===== src/rtl/dest_flow_ctrl_pkg.sv =====
// Shared flow-control definitions for the destination side of the VC pop path:
// default widths, the destination-bit index and the destination enum.
package dest_flow_ctrl_pkg;

  localparam int DATA_W   = 6;
  localparam int DEPTH    = 8;
  localparam int CNT_W    = 4;
  localparam int DEST_BIT = DATA_W - 1;

  typedef enum logic {
    DEST_D0 = 1'b0,
    DEST_D1 = 1'b1
  } dest_t;

  function automatic dest_t dest_of(input logic [DATA_W-1:0] word);
    return dest_t'(word[DEST_BIT]);
  endfunction

endpackage


===== src/rtl/dest_flow_ctrl_if.sv =====
// Bus bundle between the VC pop arbiter, dest_flow_ctrl and the D0/D1 FIFOs.
// Optional STATS_EN adds the per-destination routed-word counters.
interface dest_flow_ctrl_if;
  import dest_flow_ctrl_pkg::*;

  // All strobes are single-cycle and unconditional: pop_vcN means the VC FIFO
  // presents its word on data_vcN the next cycle; push_dN writes data_dN into
  // DN that cycle; pop_dN removes one DN entry. There is no ready: the
  // fifo_pause_dN levels are the only backpressure and the arbiter obeys them.
  logic              pop_vc0;
  logic              pop_vc1;
  logic [DATA_W-1:0] data_vc0;
  logic [DATA_W-1:0] data_vc1;
  logic              pop_d0;
  logic              pop_d1;
  logic [CNT_W-1:0]  umbral_d0;
  logic [CNT_W-1:0]  umbral_d1;
  logic              push_d0;
  logic              push_d1;
  logic [DATA_W-1:0] data_d0;
  logic [DATA_W-1:0] data_d1;
  logic              fifo_pause_d0;
  logic              fifo_pause_d1;
  logic [CNT_W-1:0]  cnt_d0;
  logic [CNT_W-1:0]  cnt_d1;
  logic              err_ovf;
  logic              err_unf;
`ifdef STATS_EN
  logic [15:0]       stat_d0;
  logic [15:0]       stat_d1;
`endif

  modport slave (
    input  pop_vc0, pop_vc1, data_vc0, data_vc1, pop_d0, pop_d1,
           umbral_d0, umbral_d1,
    output push_d0, push_d1, data_d0, data_d1, fifo_pause_d0, fifo_pause_d1,
           cnt_d0, cnt_d1, err_ovf, err_unf
`ifdef STATS_EN
    , output stat_d0, stat_d1
`endif
  );

  modport master (
    output pop_vc0, pop_vc1, data_vc0, data_vc1, pop_d0, pop_d1,
           umbral_d0, umbral_d1,
    input  push_d0, push_d1, data_d0, data_d1, fifo_pause_d0, fifo_pause_d1,
           cnt_d0, cnt_d1, err_ovf, err_unf
`ifdef STATS_EN
    , input stat_d0, stat_d1
`endif
  );

endinterface


===== src/rtl/dest_flow_ctrl_occ_counter.sv =====
// Occupancy tracker for one destination FIFO: saturating count, empty-pop
// detection and the almost-full pause compare.
module occ_counter #(
  parameter int DEPTH = 8,
  parameter int CNT_W = 4
) (
  input  logic             clk,
  input  logic             rst,
  input  logic             push_i,
  input  logic             pop_i,
  input  logic [CNT_W-1:0] umbral_i,
  output logic [CNT_W-1:0] cnt_o,
  output logic             pause_o,
  output logic             ovf_o,
  output logic             unf_o
);

  logic [CNT_W-1:0] cnt_q;
  logic [CNT_W-1:0] cnt_d;

  always_ff @(posedge clk or posedge rst) begin
    if (rst) cnt_q <= '0;
    else     cnt_q <= cnt_d;
  end

  // Simultaneous push and pop cancel out, so neither error can fire then.
  always_comb begin
    cnt_d = cnt_q;
    ovf_o = 1'b0;
    unf_o = 1'b0;
    case ({push_i, pop_i})
      2'b10: begin
        if (cnt_q == CNT_W'(DEPTH)) ovf_o = 1'b1;
        else                        cnt_d = cnt_q + CNT_W'(1);
      end
      2'b01: begin
        if (cnt_q == '0) unf_o = 1'b1;
        else             cnt_d = cnt_q - CNT_W'(1);
      end
      default: ;
    endcase
  end

  assign cnt_o   = cnt_q;
  assign pause_o = (cnt_q >= umbral_i);

endmodule


===== src/rtl/dest_flow_ctrl.sv =====
// Routes words popped from VC0/VC1 into D0/D1 by their destination bit and
// generates occupancy, pause and sticky error flags. Optional macro: STATS_EN.
module dest_flow_ctrl
  import dest_flow_ctrl_pkg::*;
(
  input logic            clk,
  input logic            reset,
  dest_flow_ctrl_if.slave bus
);

  logic              vld0_q, vld1_q;
  logic              push_d0_q, push_d0_d;
  logic              push_d1_q, push_d1_d;
  logic [DATA_W-1:0] data_d0_q, data_d0_d;
  logic [DATA_W-1:0] data_d1_q, data_d1_d;
  logic              err_ovf_q, err_ovf_d;
  logic              err_unf_q, err_unf_d;
  logic [DATA_W-1:0] word;
  logic              word_vld;
  logic              ovf0, ovf1, unf0, unf1;

  always_ff @(posedge clk or posedge reset) begin
    if (reset) begin
      vld0_q    <= 1'b0;
      vld1_q    <= 1'b0;
      push_d0_q <= 1'b0;
      push_d1_q <= 1'b0;
      data_d0_q <= '0;
      data_d1_q <= '0;
      err_ovf_q <= 1'b0;
      err_unf_q <= 1'b0;
    end else begin
      vld0_q    <= bus.pop_vc0;
      vld1_q    <= bus.pop_vc1;
      push_d0_q <= push_d0_d;
      push_d1_q <= push_d1_d;
      data_d0_q <= data_d0_d;
      data_d1_q <= data_d1_d;
      err_ovf_q <= err_ovf_d;
      err_unf_q <= err_unf_d;
    end
  end

  // VC0 wins a collision; the VC1 word is lost and reported as overflow.
  always_comb begin
    word      = vld0_q ? bus.data_vc0 : bus.data_vc1;
    word_vld  = vld0_q | vld1_q;
    push_d0_d = word_vld && (dest_of(word) == DEST_D0);
    push_d1_d = word_vld && (dest_of(word) == DEST_D1);
    data_d0_d = push_d0_d ? word : data_d0_q;
    data_d1_d = push_d1_d ? word : data_d1_q;
    err_ovf_d = err_ovf_q | (vld0_q & vld1_q) | ovf0 | ovf1;
    err_unf_d = err_unf_q | unf0 | unf1;
  end

  occ_counter #(.DEPTH(DEPTH), .CNT_W(CNT_W)) u_occ_d0 (
    .clk      (clk),
    .rst      (reset),
    .push_i   (push_d0_q),
    .pop_i    (bus.pop_d0),
    .umbral_i (bus.umbral_d0),
    .cnt_o    (bus.cnt_d0),
    .pause_o  (bus.fifo_pause_d0),
    .ovf_o    (ovf0),
    .unf_o    (unf0)
  );

  occ_counter #(.DEPTH(DEPTH), .CNT_W(CNT_W)) u_occ_d1 (
    .clk      (clk),
    .rst      (reset),
    .push_i   (push_d1_q),
    .pop_i    (bus.pop_d1),
    .umbral_i (bus.umbral_d1),
    .cnt_o    (bus.cnt_d1),
    .pause_o  (bus.fifo_pause_d1),
    .ovf_o    (ovf1),
    .unf_o    (unf1)
  );

  assign bus.push_d0 = push_d0_q;
  assign bus.push_d1 = push_d1_q;
  assign bus.data_d0 = data_d0_q;
  assign bus.data_d1 = data_d1_q;
  assign bus.err_ovf = err_ovf_q;
  assign bus.err_unf = err_unf_q;

`ifdef STATS_EN
  logic [15:0] stat_d0_q, stat_d0_d;
  logic [15:0] stat_d1_q, stat_d1_d;

  always_ff @(posedge clk or posedge reset) begin
    if (reset) begin
      stat_d0_q <= '0;
      stat_d1_q <= '0;
    end else begin
      stat_d0_q <= stat_d0_d;
      stat_d1_q <= stat_d1_d;
    end
  end

  always_comb begin
    stat_d0_d = stat_d0_q + {15'd0, push_d0_d};
    stat_d1_d = stat_d1_q + {15'd0, push_d1_d};
  end

  assign bus.stat_d0 = stat_d0_q;
  assign bus.stat_d1 = stat_d1_q;
`endif

endmodule


===== src/flat_wrapper.sv =====
// flat-port wrapper written by rule: the top's interface ports become plain ports
module dest_flow_ctrl_flat import dest_flow_ctrl_pkg::*;
  (clk, reset, bus_pop_vc0, bus_pop_vc1, bus_data_vc0, bus_data_vc1, bus_pop_d0, bus_pop_d1, bus_umbral_d0, bus_umbral_d1, bus_push_d0, bus_push_d1, bus_data_d0, bus_data_d1, bus_fifo_pause_d0, bus_fifo_pause_d1, bus_cnt_d0, bus_cnt_d1, bus_err_ovf, bus_err_unf);
  dest_flow_ctrl_if bus_i ();
  input logic clk;
  input logic reset;
  input wire logic [$bits(bus_i.pop_vc0)-1:0] bus_pop_vc0;
  input wire logic [$bits(bus_i.pop_vc1)-1:0] bus_pop_vc1;
  input wire logic [$bits(bus_i.data_vc0)-1:0] bus_data_vc0;
  input wire logic [$bits(bus_i.data_vc1)-1:0] bus_data_vc1;
  input wire logic [$bits(bus_i.pop_d0)-1:0] bus_pop_d0;
  input wire logic [$bits(bus_i.pop_d1)-1:0] bus_pop_d1;
  input wire logic [$bits(bus_i.umbral_d0)-1:0] bus_umbral_d0;
  input wire logic [$bits(bus_i.umbral_d1)-1:0] bus_umbral_d1;
  output wire logic [$bits(bus_i.push_d0)-1:0] bus_push_d0;
  output wire logic [$bits(bus_i.push_d1)-1:0] bus_push_d1;
  output wire logic [$bits(bus_i.data_d0)-1:0] bus_data_d0;
  output wire logic [$bits(bus_i.data_d1)-1:0] bus_data_d1;
  output wire logic [$bits(bus_i.fifo_pause_d0)-1:0] bus_fifo_pause_d0;
  output wire logic [$bits(bus_i.fifo_pause_d1)-1:0] bus_fifo_pause_d1;
  output wire logic [$bits(bus_i.cnt_d0)-1:0] bus_cnt_d0;
  output wire logic [$bits(bus_i.cnt_d1)-1:0] bus_cnt_d1;
  output wire logic [$bits(bus_i.err_ovf)-1:0] bus_err_ovf;
  output wire logic [$bits(bus_i.err_unf)-1:0] bus_err_unf;
  assign bus_i.pop_vc0 = bus_pop_vc0;
  assign bus_i.pop_vc1 = bus_pop_vc1;
  assign bus_i.data_vc0 = bus_data_vc0;
  assign bus_i.data_vc1 = bus_data_vc1;
  assign bus_i.pop_d0 = bus_pop_d0;
  assign bus_i.pop_d1 = bus_pop_d1;
  assign bus_i.umbral_d0 = bus_umbral_d0;
  assign bus_i.umbral_d1 = bus_umbral_d1;
  assign bus_push_d0 = bus_i.push_d0;
  assign bus_push_d1 = bus_i.push_d1;
  assign bus_data_d0 = bus_i.data_d0;
  assign bus_data_d1 = bus_i.data_d1;
  assign bus_fifo_pause_d0 = bus_i.fifo_pause_d0;
  assign bus_fifo_pause_d1 = bus_i.fifo_pause_d1;
  assign bus_cnt_d0 = bus_i.cnt_d0;
  assign bus_cnt_d1 = bus_i.cnt_d1;
  assign bus_err_ovf = bus_i.err_ovf;
  assign bus_err_unf = bus_i.err_unf;
  dest_flow_ctrl u_core (.clk(clk), .reset(reset), .bus(bus_i));
endmodule

===== config.mk =====
export PLATFORM = sky130hd
export DESIGN_NAME = dest_flow_ctrl_flat
export DESIGN_NICKNAME = d
export VERILOG_FILES = /design/src/rtl/dest_flow_ctrl_pkg.sv /design/src/rtl/dest_flow_ctrl_if.sv /design/src/rtl/dest_flow_ctrl_occ_counter.sv /design/src/rtl/dest_flow_ctrl.sv /design/src/flat_wrapper.sv
export SDC_FILE = /design/constraint.sdc
export NUM_CORES = 1
export LEC_CHECK = 0
export BUFFER_PORTS_ARGS = -buffer_cell sky130_fd_sc_hd__buf_2
export CAP_MARGIN = 10
export CORE_MARGIN = 3
export CORE_UTILIZATION = 40
export CTS_CLUSTER_DIAMETER = 50
export DETAILED_ROUTE_END_ITERATION = 10
export PLACE_DENSITY = 0.71
export SYNTH_ARGS = -nofsm -noshare
export SYNTH_HDL_FRONTEND = slang
export SYNTH_HIERARCHICAL = 1
export SYNTH_SLANG_ARGS = --single-unit

===== constraint.sdc =====
create_clock -name clk -period 2 [get_ports clk]
set_clock_uncertainty 0.05 [all_clocks]
set_input_delay 0.1 -clock clk [delete_from_list [all_inputs] [get_ports clk]]
set_output_delay 0.1 -clock clk [all_outputs]
set_load 0.01 [all_outputs]

# ---- Word-level counts from Yosys, hierarchy flattened
# Index checks and enable logic that the tools add are counted.
dict set report classes {
  n_addsub 4
  mul 0
  div 0
  magnitude_cmp 2
  eq_ne 10
  shifts 0
  mux 15
  n_bitwise 8
  reduce_logical 8
}
# cell count
set op_table {}
lappend op_table {{2-to-1 mux 4 bit} 4}
lappend op_table {{case mux 4 bit (2 select lines)} 2}
lappend op_table {{adder 4 x 1 -> 4 bit, second input constant} 2}
lappend op_table {{equality test 4 bit, second input constant} 2}
lappend op_table {{>= comparator 4 bit} 2}
lappend op_table {{zero test 4 bit} 2}
lappend op_table {{2-to-1 mux 1 bit} 8}
lappend op_table {{inequality test 2 bit, second input constant} 4}
lappend op_table {{subtractor 4 x 1 -> 4 bit, second input constant} 2}
lappend op_table {{2-to-1 mux 6 bit} 1}
lappend op_table {{OR 1 bit} 6}
lappend op_table {{AND reduction 3 bit} 2}
lappend op_table {{equality test 2 x 1 -> 1 bit, second input constant} 2}
lappend op_table {{equality test 2 bit, second input constant} 2}
lappend op_table {{nonzero test 2 bit} 2}
lappend op_table {{logical AND 1 bit} 2}
lappend op_table {{bitwise AND 1 bit} 1}
lappend op_table {{NOT 1 bit} 1}
dict set report totals {
  regBits 26
  latchBits 0
  ramBits 0
  rom_bits 0
  output_inout_bits 26
  wordCells 57
  mem_count 0
}

# ---- Longest topological paths before layout
# Gate-level depths: netlist of the first run.
dict set report logic_depth {
  depth_word 5
  mapped_depth 7
  ltp_nobuf 7
}

# ---- Cells and area by module
# The synthesis of the first run kept the hierarchy.
# mod instances cells_per_inst area_per_inst_um2
set by_module_without_submodules {}
lappend by_module_without_submodules {dest_flow_ctrl 1 67 840.8}
lappend by_module_without_submodules {occ_counter 2 45 402.9}

# ---- Worst setup path before layout of the first run
# OpenSTA, ideal clock, no wires.
dict set report synth_path {
  kind {register to register}
  start {reg u_core.push_d0_q, in the netlist u_core/bus.push_d0}
  end {reg u_core.u_occ_d0.cnt_q[2], in the netlist u_core/u_occ_d0/cnt_o[2]}
  arrival_time_ns 1.639
  setup_slack_ns 0.184
  stages_incl_launch_ff 8
  n_path_buf 0
  period_less_slack_ns 1.816
  cell_sequence {dfrtp_1 > nand2b_2 > xnor2_1 > ha_1 > nor3b_1 > o22a_1 > o41ai_1 > a311o_1}
}
dict set report synth_between {
  elab_chain_len 3
  word_cells_on_any_way 7
  cone_classes {eq/ne (4); mux (1); reduce/logical (2)}
}
# element line
set synth_lines {}
lappend synth_lines {{from (decl)} dest_flow_ctrl.sv:12} ;# logic push_d0_q, push_d0_d;
lappend synth_lines {{from (signal assigned)} dest_flow_ctrl.sv:35} ;# push_d0_q <= push_d0_d;
lappend synth_lines {{equality test 2 x 1 -> 1 bit / equality test 2 bit (equally long branches)} dest_flow_ctrl_occ_counter.sv:31} ;# case ({push_i, pop_i})
lappend synth_lines {{inequality test 2 bit (no line) / nonzero test 2 bit (equally long branches)} --}
lappend synth_lines {{AND reduction 3 bit (no line)} --}
lappend synth_lines {{to (signal assigned)} dest_flow_ctrl_occ_counter.sv:23} ;# else cnt_q <= cnt_d;
lappend synth_lines {{to (decl)} dest_flow_ctrl_occ_counter.sv:18} ;# logic [CNT_W-1:0] cnt_q;
# Several ways; a longest one is shown, not always the timed one.
# A chain may end at the register's enable or synchronous reset.

# ---- Final worst setup path of the first run
# Ends and elaborated chain as after synthesis.

==> impl_metrics.ini, run 1 <==
[timing]
fin_crit_sh_pct = 90.97
hold_viol_final = 0
period_minus_slack_ns = 1.819
tns_ns = 0
fin_ws_ns = 0.1807
setup_viol_count_final = 0
rsz0062_at_grt = false
relSlewSlack_pct = 54.27
worstMarginPinSlew_ns = 0.6853
timing.fmax_mhz = 549.7
slew_viol_final = 0

[power]
p_seq_share_pct = 37.8
cellInternalPower_mw = 1.362
pwr-share-clk_pct = 20.5
irDropWorstVdd_mv = 0.5293
powerDensity_nw_per_um2 = 1031
p_leak_nw = 1.026
p_sw_share_pct = 35.66
p_switching_mw = 0.7547
comb_power_share_pct = 41.7

[setup_path]
reg2reg_depth = 7
crit_path_end = u_core/u_occ_d0/cnt_o[2]$_DFFE_PP0P_
startpoint = u_core/bus.push_d0$_DFF_PP0_
critPathKind = register to register
reg2reg_from = u_core/bus.push_d0$_DFF_PP0_
crit_slowest_cell = dfrtp_1
path_cells = nand2b_2, xnor2_1, ha_1, nor3b_1, o22a_1, o41ai_1, a311o_1
endpoint_kind = register
worstSetupPathDepth = 7
slowest_delay_ns = 0.40
worst-path-max-fanout = 4
reg2reg_to = u_core/u_occ_d0/cnt_o[2]$_DFFE_PP0P_
r2r_setup_slack_ns = 0.18
arrival_ns = 1.93
worstPathRequired_ns = 2.11
critPathLaunchType = register
critPathTopFamily = compound AO/OA/AOI/OAI gates
path_buf_inv = 0

[logic_synthesis]
synth_fp_nets = 193
synth_edf_count = 0
yosysWarnings = 6
synth_top_area_cell = dfrtp_1
netlist-cell-type-count = 41
syn_area_um2 = 1647
synth_area_leaders = dfrtp_1 40%, ha_1 7.6%, inv_1 4.6%
synthFlopType = dfrtp_1
synth.avg_cell_area_um2 = 10.49
yosysTopAreaCellShare_pct = 39.51
async_flop_share_pct = 100.0
synthCells = 157
ys_ff_latch = 26
yosysSeqAreaShare_pct = 39.51

[place]
dpl-instance-area_um2 = 1943
dp_cells = 256
pre_cts_ws_ns = 0.1394
gp_congestion = 0.7628
dp_hpwl_mm = 2.645
portBuffers = 51

[finish]
diodes = 0
layout.cells.non_filler = 264
fin_util_pct = 53.63
final_common_cell = buf_2
area_delta_synth_final_pct = 24.62
stdcell_area_um2 = 2052
drive_gt1_share_pct = 37.96
layout_common_cells = 51 x buf_2, 26 x dfrtp_1, 20 x inv_1
finalNetCount = 253

[drt]
num_vias = 1334
first_iter_violations = 23
ant_nets = 0
wl_per_cell_um = 12.57
drcViolationCount = 0
wl_mm = 3.318
drtPass1Iterations = 3
vias_per_cell = 5.053

[global_route]
antenna_found_initial = 0
overflow = 0
grt_pass1_wl_mm = 5.823
grt_util_all_layers_pct = 14.23
grt_pass1_vias = 1284
grt_max_degree = 19

[die]
dieArea_um2 = 4922
start_util_pct = 43.03
rows = 22
die_h_um = 70.16
die_w_um = 70.16
ios = 52
core_um2 = 3826

[outcome]
status = finished, final reports clean

[clocking]
clk_pin_slew_ns = 0.10
clockBufferDepth = 2
cts.sinks = 26
numCtsBuffers = 3
htreeDepth = 1
insertion_delay_ns = 0.27
cts_tree = yes
cts-root-buf = clkbuf_8
cts.repair.resized = 0

[min_path]
hold_class = input pin to register

[flow_run]
drv.max_cap_violation_count = 0
==> kinds of logic after synthesis <==
kind of cell | after synthesis | synth area share [%]
AND/OR/NAND/NOR | 50 | 19.22
AO/OA/AOI/OAI | 34 | 17.63
flip-flops | 26 | 39.51
buffers and inverters | 23 | 7.067
adder cells (fa/ha/maj) | 10 | 7.599
multiplexers | 8 | 5.775
XOR/XNOR | 6 | 3.191
==> worst min path at each step <==
stage | slack [ns] | to | startpoint | depth (start not counted)
2_1_floorplan | -0.18 | u_core/u_occ_d0/cnt_o[0]$_DFFE_PP0P_ | reset | 1
3_3_place_gp | -0.03 | u_core/u_occ_d1/cnt_o[3]$_DFFE_PP0P_ | reset | 2
3_5_place_dp | -0.03 | u_core/u_occ_d0/cnt_o[0]$_DFFE_PP0P_ | reset | 2
4_1_cts | 0.09 | u_core/bus.data_d0[3]$_DFFE_PP0P_ | bus_data_vc0[3] | 3
5_1_grt | 0.11 | u_core/bus.data_d0[3]$_DFFE_PP0P_ | bus_data_vc0[3] | 3
6_report | 0.1 | u_core/bus.data_d0[3]$_DFFE_PP0P_ | bus_data_vc0[3] | 3
==> final cells by class <==
| cell class | instances | area (um2) |
|---|---|---|
| tap | 48 | 60.06 |
| fill | 355 | 1774 |
| clock inverter | 1 | 30.03 |
| clock buffer | 3 | 41.29 |
| inverter | 20 | 75.07 |
| multi-input combinational | 108 | 879.6 |
| timing repair buffer | 58 | 315.3 |
| sequential | 26 | 650.6 |
==> stage by stage <==
step	hold WS, ns	power (mW)
finish	0.09784	2.117
global route	0.1077	2.299
CTS	0.09202	2.137
detailed placement	-0.03498	1.699
global placement	-0.03416	1.681
floorplan	-0.1839	1.401
==> state kept, by name (all words and copies together), names as in the netlist <==
name	cells
u_core/bus.data_d0	6
u_core/bus.data_d1	6
u_core/u_occ_d0/cnt_o	4
u_core/u_occ_d1/cnt_o	4
u_core/bus.err_ovf	1
u_core/bus.err_unf	1
u_core/bus.push_d0	1
u_core/bus.push_d1	1
u_core/vld0_q	1
u_core/vld1_q	1
==> Yosys cell counts (all sizes together), types with 3 or more instances <==
cell type and number:
nand2 4, mux2i 5, and2 3, clkbuf 3
or3 5, dfrtp 26, xnor2 4, a21oi 8
ha 10, and3 6, nor2 8, o21ai 3
a221oi 4, mux2 3, nor3 10, inv 20
nand2b 5
==> what timing repair did <==
action,CTS,global route
hold endpoints to repair,28,0
buffers inserted,0,1
hold buffers,3,0
setup endpoints to repair,0,1
==> power groups by stage <==
stage	clock [mW]	combinational (mW)	sequential, mW
CTS	0.443	0.890	0.804
global route	0.467	1.00	0.830
finish	0.434	0.882	0.801
floorplan	0	0.553	0.848
global placement	0	0.871	0.810
detailed placement	0	0.884	0.815
==> worst min-delay path: cells and delay by family <==
kind / cells / cell delay, ns
AND/OR/NAND/NOR: 1 / 0.11
buffers and inverters: 1 / 0.10
AO/OA/AOI/OAI: 1 / 0.07
==> routing by layer <==
layer | global-route usage, % | up-vias | wire length [um]
met4 | 4.681 | 0 | 22
met5 | 0 | - | 0
met3 | 2.014 | 2 | 107
li1 | - | 681 | -
met1 | 19.07 | 628 | 1550
met2 | 23.50 | 23 | 1638
Note: power is estimated with default switching activity, not from simulation.
==> run 2: changes to the inputs <==
--- a/config.mk
+++ b/config.mk
@@ -11,8 +11,7 @@
 export CORE_UTILIZATION = 40
 export CTS_CLUSTER_DIAMETER = 50
 export DETAILED_ROUTE_END_ITERATION = 10
-export PLACE_DENSITY = 0.71
+export PLACE_DENSITY = 0.72
 export SYNTH_ARGS = -nofsm -noshare
 export SYNTH_HDL_FRONTEND = slang
-export SYNTH_HIERARCHICAL = 1
 export SYNTH_SLANG_ARGS = --single-unit
==> impl_metrics.ini, run 2 <==
[die]
rows = 21
core_um2 = 3495
ios = 52
die_h_um = 67.55
die_w_um = 67.55
start_util_pct = 43.36
dieArea_um2 = 4562

[drt]
drcViolationCount = 0
vias_per_cell = 4.831
ant_nets = 0
drtPass1Iterations = 4
first_iter_violations = 41
num_vias = 1145
wl_per_cell_um = 11.86
wl_mm = 2.810

[logic_synthesis]
yosysWarnings = 0
synth_area_leaders = dfrtp_1 43%, mux2_2 11%, ha_1 8.3%
synth.avg_cell_area_um2 = 11.14
synth_top_area_cell = dfrtp_1
synthFlopType = dfrtp_1
synth_fp_nets = 172
synth_common_cells = 26 x dfrtp_1, 15 x mux2_2, 13 x inv_1
synth.most_common_cell = dfrtp_1
netlist-cell-type-count = 36
yosysSeqAreaShare_pct = 42.94
yosysTopAreaCellShare_pct = 42.94
async_flop_share_pct = 100.0
synth_edf_count = 0
ys_ff_latch = 26
synthCells = 136
syn_area_um2 = 1515

[place]
dp_cells = 230
dp_hpwl_mm = 2.198
portBuffers = 51
gp_congestion = 0.8016

[min_path]
hold_end = u_core.bus.push_d0$_DFF_PP0_
min_path_cells = 2
hold_class = input pin to register
holdCritStartpoint = bus_data_vc0[5]

[flow_run]
drv.max_cap_violation_count = 0

[outcome]
status = finished, final reports clean

[timing]
hold_viol_final = 0
period_minus_slack_ns = 1.814
slew_viol_final = 0
tns_ns = 0
worstMarginPinSlew_ns = 0.4353
timing.fmax_mhz = 551.1
rsz0062_at_grt = false
setup_viol_count_final = 0
relSlewSlack_pct = 70.98
fin_crit_sh_pct = 90.72

[finish]
layout_common_cells = 51 x buf_2, 26 x dfrtp_1, 15 x mux2_2
drive_gt1_share_pct = 44.50
final_common_cell = buf_2
diodes = 0
area_delta_synth_final_pct = 25.02
finalNetCount = 228
layout.cells.non_filler = 237

[setup_path]
reg2reg_from = u_core.bus.push_d0$_DFF_PP0_
endpoint_kind = output port
path_cells = inv_1, ha_1, inv_1, a21boi_0, o21ai_0, a21oi_1, buf_2
reg2reg_to = u_core.u_occ_d0.cnt_o[2]$_DFFE_PP0P_
path_buf_inv = 3
arrival_ns = 1.66
worstPathRequired_ns = 1.85
worst-path-max-fanout = 8
worstSetupPathDepth = 7
reg2reg_depth = 6
r2r_setup_slack_ns = 0.33
crit_slowest_cell = dfrtp_1
cpMostUsedCell = inv_1
critPathLaunchType = register
critPathTopFamily = flip-flops
slowest_delay_ns = 0.48
critPathKind = register to output port

[clocking]
cts_tree = yes
cts-root-buf = clkbuf_8
clk_pin_slew_ns = 0.09
htreeDepth = 1
clockBufferDepth = 2
cts.repair.resized = 0
cts.sinks = 26
insertion_delay_ns = 0.27
postCtsSetupBuffers = 0
postCtsHoldBufs = 3
numCtsBuffers = 3

[global_route]
antenna_found_initial = 0
grt_util_all_layers_pct = 14.07
grt_pass1_wl_mm = 4.933
grt_pass1_vias = 1120
grt_max_degree = 27
overflow = 0

[power]
powerDensity_nw_per_um2 = 997.7
irDropWorstVdd_mv = 0.4527
p_leak_nw = 0.9409
## run 2: area by class of cell
type	instances	area, um2
Fill cell	340	1600
Multi-Input combinational cell	93	789.5
Sequential cell	26	650.6
Timing Repair Buffer	55	292.8
Tap cell	46	57.56
Clock buffer	4	55.05
Inverter	13	48.80
## run 2: kinds of logic after synthesis
| group | Yosys count | synth area share [%] |
|---|---|---|
| and+or+nand+nor | 31 | 12.55 |
| adders and majority gates | 10 | 8.258 |
| DFF | 26 | 42.94 |
| xor gates and xnor gates | 8 | 4.624 |
| buffers and inverters | 17 | 4.954 |
| AOI/OAI and AO/OA | 24 | 11.07 |
| muxes | 20 | 15.61 |
## run 2: how the worst max path moves through the flow
stage	from	endpoint	slack [ns]
floorplan	u_core.bus.push_d0$_DFF_PP0_	u_core.u_occ_d0.cnt_o[2]$_DFFE_PP0P_	0.35
global placement	u_core.bus.push_d0$_DFF_PP0_	u_core.u_occ_d0.cnt_o[2]$_DFFE_PP0P_	0.37
detailed placement	u_core.bus.push_d0$_DFF_PP0_	u_core.u_occ_d0.cnt_o[2]$_DFFE_PP0P_	0.34
CTS	u_core.u_occ_d1.cnt_o[0]$_DFFE_PP0P_	bus_fifo_pause_d1	0.16
global route	u_core.u_occ_d1.cnt_o[0]$_DFFE_PP0P_	bus_fifo_pause_d1	0.008
finish	u_core.u_occ_d1.cnt_o[0]$_DFFE_PP0P_	bus_fifo_pause_d1	0.19
## run 2: per-layer routing
| metal | track usage (%) | wire (um) | part of all wire, % |
|---|---|---|---|
| met5 | 0 | 0 | 0 |
| met4 | 3.797 | 19 | 0.68 |
| met3 | 3.661 | 227 | 8.1 |
| met2 | 23.45 | 1273 | 45 |
| met1 | 17.96 | 1289 | 46 |
## run 2: stage by stage
stage | setup WS, ns | cell area, um2 | utilization (%) | hold slack (ns) | power [mW]
2_1_floorplan | 0.3505 | 1515 | - | 0.08143 | 1.324
3_3_place_gp | 0.3713 | 1809 | 51.77 | 0.1217 | 1.554
3_5_place_dp | 0.3394 | 1809 | 51.77 | 0.1228 | 1.575
4_1_cts | 0.1583 | 1894 | 54.21 | 0.09775 | 1.923
5_1_grt | 0.008031 | 1894 | 54.21 | 0.09802 | 2.064
6_report | 0.1855 | 1894 | 54.21 | 0.1035 | 1.890
## run 2: power breakdown
part,switching [mW],total [mW],internal [mW]
Combinational,0.359,0.741,0.382
Sequential,0.175,0.811,0.636
Clock,0.162,0.337,0.176
